--- src/rtl/program_loader_pkg.sv ---
// Shared types and defaults for the serial program loader.
package program_loader_pkg;

  localparam int unsigned NUM_WORDS_DEF = 8;
  localparam int unsigned ADDR_W_DEF    = 3;

  localparam int unsigned COND_W   = 2;
  localparam int unsigned OPCODE_W = 4;
  localparam int unsigned DEST_W   = 3;
  localparam int unsigned SRC_W    = 3;
  localparam int unsigned SRC2_W   = 4;
  localparam int unsigned INSTR_W  = COND_W + OPCODE_W + DEST_W + SRC_W + SRC2_W;

  typedef enum logic [2:0] {
    IDLE,
    LOAD_HI,
    LOAD_LO,
    WRITE,
    CHECK,
    DONE,
    ERROR
  } state_t;

  typedef struct packed {
    logic [COND_W-1:0]   cond;
    logic [OPCODE_W-1:0] opcode;
    logic [DEST_W-1:0]   dest;
    logic [SRC_W-1:0]    source;
    logic [SRC2_W-1:0]   source2;
  } instr_t;

endpackage

--- src/rtl/program_loader_checksum.sv ---
// Running 8-bit XOR checksum over accepted image bytes.
module loader_checksum (
  input  logic       clock,
  input  logic       reset_n,
  input  logic       clear,
  input  logic       enable,
  input  logic [7:0] byte_in,
  output logic [7:0] sum
);

  always_ff @(posedge clock) begin
    if (!reset_n) begin
      sum <= '0;
    end else if (clear) begin
      sum <= '0;
    end else if (enable) begin
      sum <= sum ^ byte_in;
    end
  end

endmodule

--- src/rtl/program_loader.sv ---
// Loads a fixed-size program image from a byte stream into instruction
// memory, verifies a trailing XOR checksum and holds the CPU until done.
module program_loader
  import program_loader_pkg::*;
#(
  parameter int unsigned NUM_WORDS = NUM_WORDS_DEF,
  parameter int unsigned ADDR_W    = ADDR_W_DEF
) (
  input  logic              clock,
  input  logic              reset_n,
  input  logic              start,
  input  logic [7:0]        byte_in,
  input  logic              byte_valid,
  output logic              byte_ready,
  output logic              wr_en,
  output logic [ADDR_W-1:0] wr_addr,
  output logic [15:0]       wr_data,
  output logic              cpu_hold,
  output logic              done,
  output logic              error,
  output logic [ADDR_W:0]   word_count
);

  if (NUM_WORDS != 2**ADDR_W) begin : g_bad_cfg
    $error("program_loader: NUM_WORDS must equal 2**ADDR_W");
  end

  localparam logic [ADDR_W-1:0] LAST_ADDR = ADDR_W'(NUM_WORDS - 1);

  state_t     state_q, state_d;
  logic [7:0] hi_q;
  instr_t     word_q;
  logic [7:0] checksum;
  logic       accept;
  logic       start_load;
  logic       sum_en;

  assign accept     = byte_valid && byte_ready;
  assign start_load = start && (state_q == IDLE || state_q == DONE || state_q == ERROR);
  assign sum_en     = accept && (state_q == LOAD_HI || state_q == LOAD_LO);

  always_ff @(posedge clock) begin
    if (!reset_n) begin
      state_q <= IDLE;
    end else begin
      state_q <= state_d;
    end
  end

  always_comb begin
    state_d    = state_q;
    byte_ready = 1'b0;
    wr_en      = 1'b0;
    cpu_hold   = 1'b1;
    done       = 1'b0;
    error      = 1'b0;
    unique case (state_q)
      IDLE: begin
        if (start) state_d = LOAD_HI;
      end
      LOAD_HI: begin
        byte_ready = 1'b1;
        if (byte_valid) state_d = LOAD_LO;
      end
      LOAD_LO: begin
        byte_ready = 1'b1;
        if (byte_valid) state_d = WRITE;
      end
      WRITE: begin
        wr_en   = 1'b1;
        state_d = (wr_addr == LAST_ADDR) ? CHECK : LOAD_HI;
      end
      CHECK: begin
        byte_ready = 1'b1;
        if (byte_valid) state_d = (byte_in == checksum) ? DONE : ERROR;
      end
      DONE: begin
        cpu_hold = 1'b0;
        done     = 1'b1;
        if (start) state_d = LOAD_HI;
      end
      ERROR: begin
        error = 1'b1;
        if (start) state_d = LOAD_HI;
      end
      default: state_d = IDLE;
    endcase
  end

  // word_count doubles as the next write address; its extra bit keeps the
  // address from wrapping while wr_addr holds the last written location.
  always_ff @(posedge clock) begin
    if (!reset_n) begin
      hi_q       <= '0;
      word_q     <= '0;
      wr_addr    <= '0;
      word_count <= '0;
    end else begin
      if (start_load) begin
        wr_addr    <= '0;
        word_count <= '0;
      end
      if (state_q == LOAD_HI && accept) begin
        hi_q <= byte_in;
      end
      if (state_q == LOAD_LO && accept) begin
        word_q  <= instr_t'({hi_q, byte_in});
        wr_addr <= word_count[ADDR_W-1:0];
      end
      if (state_q == WRITE) begin
        word_count <= word_count + {{ADDR_W{1'b0}}, 1'b1};
      end
    end
  end

  assign wr_data = word_q;

  loader_checksum u_checksum (
    .clock   (clock),
    .reset_n (reset_n),
    .clear   (start_load),
    .enable  (sum_en),
    .byte_in (byte_in),
    .sum     (checksum)
  );

endmodule

--- config.mk ---
export PLATFORM = sky130hd
export DESIGN_NAME = program_loader
export DESIGN_NICKNAME = d
export VERILOG_FILES = /design/src/rtl/program_loader_pkg.sv /design/src/rtl/program_loader_checksum.sv /design/src/rtl/program_loader.sv
export SDC_FILE = /design/constraint.sdc
export NUM_CORES = 1
export LEC_CHECK = 0
export CELL_PAD_IN_SITES_DETAIL_PLACEMENT = 1
export CELL_PAD_IN_SITES_GLOBAL_PLACEMENT = 2
export CORE_MARGIN = 4
export CORE_UTILIZATION = 32
export CTS_CLUSTER_DIAMETER = 100
export CTS_CLUSTER_SIZE = 28
export DETAILED_ROUTE_END_ITERATION = 8
export GPL_ROUTABILITY_DRIVEN = 0
export PLACE_DENSITY = 0.8
export SLEW_MARGIN = 5
export SYNTH_ARGS = -nofsm -noshare
export SYNTH_HDL_FRONTEND = slang
export SYNTH_HIERARCHICAL = 1
export SYNTH_SLANG_ARGS = --single-unit
--- constraint.sdc ---
create_clock -name clock -period 3.5 [get_ports clock]
set_input_delay 0.525 -clock clock [delete_from_list [all_inputs] [get_ports clock]]
set_output_delay 0.525 -clock clock [all_outputs]
set_load 0.02 [all_outputs]
==> parameters.txt <==
Parameter                              Value

Yosys
  Combinational family with the most area after synthesis ... simple AND/OR/NAND/NOR gates
  Count leader, synth ... sky130_fd_sc_hd__nand2_1
  Sequential element share of the synthesized area ... 42.86%
  Mean post-synth cell area ... 8.420 um^2
  Share of async-settable or async-resettable flops after synthesis ... 0%
  Leading post-synthesis cells by cell area ... sky130_fd_sc_hd__dfxtp_1, sky130_fd_sc_hd__nand2_1, sky130_fd_sc_hd__a21oi_1
  Library cells used by synthesis ... 43
  Summed instance area of the synthesized netlist ... 1962 um^2
  Share of the synthesized area in compound gates (AO/OA/AOI/OAI) ... 20.47%
  Top post-synthesis cells by count ... sky130_fd_sc_hd__nand2_1, sky130_fd_sc_hd__dfxtp_1, sky130_fd_sc_hd__a21oi_1
  Mapped Cells ... 233
  Number of warnings printed during yosys synthesis ... 6
  Adder and majority cell fraction of the synthesized area ... 0.6378%
  Fraction of synthesized cell area in xor and xnor cells ... 4.464%
  Area share of and/or/nand/nor cells after synthesis ... 23.85%
  Total nets after synthesis ... 246
  Flip-flop and latch count after synthesis ... 42
  Dominant register cell in the synthesized netlist ... sky130_fd_sc_hd__dfxtp_1
  Post-synth top area cell ... sky130_fd_sc_hd__dfxtp_1
  Share of synthesized area spent on multiplexers ... 1.849%
  Number of enable flip-flop cells after synthesis ... 0
  Area share of the leading cell type in the synthesized netlist ... 42.86%

Critical path
  Crit Path Class ... reg -> out
  Critical Path RT ... 2970 ps
  Crit end category ... output port
  Startpoint of the worst register-to-register path ... state_q[0]$_SDFFE_PN0P_
  Flop-to-flop setup slack ... 1270 ps
  Endpoint arrival time on the critical path ... 2090 ps
  R2r endpoint ... u_checksum/sum[5]$_SDFFE_PP0P_
  Crit start category ... flip-flop
  Maximum fanout along the worst path ... 14
  Worst Reg2Reg Path Length in Cells ... 5

Clock tree
  Number of sinks handled by clock tree synthesis ... 42
  Clk Latency, worst-skew pair ... 290 ps
  CTS Hold Bufs ... 0
  Number of H-tree levels ... 2
  Bufs on Longest Clock Path ... 2
  Total clock buffers created by CTS ... 5
  Resized Gates After CTS ... 0
  Clk Tree Root Cell ... sky130_fd_sc_hd__clkbuf_8
  Post-CTS setup repair buffer count ... 0
  CTS clock-pin slew for the worst setup and hold paths ... 80 ps
  CTS tree ... yes

GRT
  Largest net degree at the start of global routing ... 20
  Number of antenna violations at the first check in global routing ... 0
  Aggregate global routing overflow ... 0
  Overall global routing resource usage ... 14.62%
  Global-route wire length before repair ... 8.604 mm
  Vias in the first global route ... 1747

Die
  Number of top-level pins ... 40
  X dimension of the die ... 86.30 um
  Initial Utilization ... 33.14%
  Area of the die ... 7448 um^2
  Vert. Die Dim ... 86.30 um
  Area of the core ... 5921 um^2
  Number of standard-cell rows in the floorplan ... 28

Power
  Share of total power consumed by net switching ... 28.32%
  Power Density ... 468.9 nW/um^2
  Part of the total power dissipated in the clock network ... 33.7%
  Internal power component ... 0.8315 mW
  Power consumption ... 1.160 mW
  Psw ... 0.3285 mW
  Share of power burned in registers ... 45.8%
  Proportion of power drawn by combinational gates ... 20.5%
  Peak ir drop on the vdd network ... 0.1723 mV
  Leakage power total ... 0.8216 nW

Finish
  Final non-filler cell area ... 2474 um^2
  Fill count ... 714
  Area Overhead vs Synth ... 26.08%
  Nets ... 279
  Proportion of layout cells with a drive suffix above 1 ... 9.398%
  Inserted Diodes ... 0

Drt
  Total Routed Length ... 5.024 mm
  Via density per instance ... 5.006
  DRC marker count from the first detailed-route iteration ... 68
  Drt pass-1 iters ... 4
  Via count ... 1707
  Remaining number of nets flagged by the antenna check after routing ... 0
  DRC ... 0
  Mean routed wirelength per cell ... 14.73 um

Hold path
  WHS Path Cells ... 2
  HP Start ... hi_q[4]$_SDFFE_PN0P_
  Endpoint of the worst hold-timing path ... wr_data[12]$_SDFFE_PN0N_
  Tightest Hold Check Type ... reg -> reg

STA
  Total Neg Setup Slack ... 0 ps
  Highest clock frequency the design can meet ... 0.3821 GHz
  Period minus WS final ... 2617 ps
  Clock skew ... 5.747 ps
  Hold violation count in the final report ... 0
  Unrepaired setup endpoints after global routing ... false
  Worst slew pin tran ... 662.1 ps
  Rel. slew slack ... 55.81%
  Final critical-path setup slack ... 883.0 ps
  Final clock period utilization by the worst path ... 74.77%
  Final count of negative-setup-slack endpoints ... 0
  Number of slew-limit violations in the final report ... 0

Place
  Number of input and output port buffers inserted ... 39
  DPL Wire Length ... 3.563 mm
  Instance area after placement ... 2361 um^2
  Post-Place Setup Slack ... 847.9 ps

Job
  Max-Cap Viols ... 0

Run status
  Result of the run ... complete, no violations
flip-flops by register name, indices dropped and copies added (netlist names):
name / cells
u_checksum/sum: 8
word_count: 4
wr_addr: 3
hi_q: 8
wr_data: 16
state_q: 3
cell type report:
class	instances	area (um^2)	share of cell area, %
flip-flops and latches	42	840.8	33.99
repair buffers	41	405.4	16.39
well taps	75	93.84	3.794
inverters	4	15.01	0.6070
clock buffers	6	82.58	3.338
multi-input cells	172	1006	40.67
clock inverters	1	30.03	1.214
worst max-delay path: stages, from the launching register on:
cell and delay, ps:
sky130_fd_sc_hd__dfxtp_1 650, sky130_fd_sc_hd__xor2_1 350, sky130_fd_sc_hd__mux2_2 220, sky130_fd_sc_hd__clkdlybuf4s50_1 590
worst max-delay path by stage:
stage | from | end | cells after the start
final | state_q[1]$_SDFFE_PN0P_ | byte_ready | 3
after global routing | state_q[1]$_SDFFE_PN0P_ | wr_en | 3
after CTS | state_q[1]$_SDFFE_PN0P_ | byte_ready | 3
after detailed placement | byte_valid | u_checksum/sum[1]$_SDFFE_PP0P_ | 5
after global placement | byte_valid | u_checksum/sum[4]$_SDFFE_PP0P_ | 5
after floorplan | state_q[0]$_SDFFE_PN0P_ | u_checksum/sum[2]$_SDFFE_PP0P_ | 9
logic make-up after synthesis:
kind of cell | count (synthesis)
adder cells (fa/ha/maj) | 1
flip-flops | 42
buffers and inverters | 19
AO/OA/AOI/OAI | 64
XOR/XNOR | 10
multiplexers | 3
AND/OR/NAND/NOR | 94
metrics by stage:
| stage | util (%) | cells | hold WS [ps] |
|---|---|---|---|
| floorplan | - | 233 | 432.1 |
| global placement | 39.88 | 334 | 445.4 |
| detailed placement | 39.88 | 334 | 450.1 |
| CTS | 41.78 | 341 | 461.4 |
| global route | 41.78 | 341 | 485.7 |
| finish | 41.78 | 341 | 456.5 |
layer usage:
layer | GRT usage, % | share of wire (%) | vias up
met5 | 0 | 0 | -
met4 | 4.249 | 1.1 | 0
met3 | 3.422 | 3.7 | 5
met2 | 23.34 | 46 | 28
met1 | 19.74 | 49 | 821
li1 | - | - | 853
cells in the final DEF (no fill, tap or decap), types with 2 or more instances in the layout:
cell / count
sky130_fd_sc_hd__xnor2_1: 8
sky130_fd_sc_hd__inv_1: 3
sky130_fd_sc_hd__nand2b_1: 3
sky130_fd_sc_hd__a21bo_1: 2
sky130_fd_sc_hd__a21bo_2: 6
sky130_fd_sc_hd__nand4_1: 2
sky130_fd_sc_hd__nand3b_1: 10
sky130_fd_sc_hd__a21oi_2: 2
sky130_fd_sc_hd__a21oi_1: 40
sky130_fd_sc_hd__xor2_1: 2
sky130_fd_sc_hd__clkdlybuf4s50_1: 39
sky130_fd_sc_hd__o21ai_0: 3
sky130_fd_sc_hd__a21o_1: 4
sky130_fd_sc_hd__clkbuf_8: 6
sky130_fd_sc_hd__nor2_1: 6
sky130_fd_sc_hd__nand3_1: 3
sky130_fd_sc_hd__nand2_1: 60
sky130_fd_sc_hd__buf_4: 2
sky130_fd_sc_hd__dfxtp_1: 42
sky130_fd_sc_hd__o21a_1: 2
power by group through the flow:
stage          sequential (mW)  combinational [mW]  clock [mW]
2_1_floorplan            0.534               0.186           0
3_3_place_gp             0.542               0.236           0
3_5_place_dp             0.543               0.241           0
4_1_cts                  0.532               0.241       0.406
5_1_grt                  0.537               0.266       0.429
6_report                 0.531               0.238       0.390
Power figures use the tool's default switching activity.
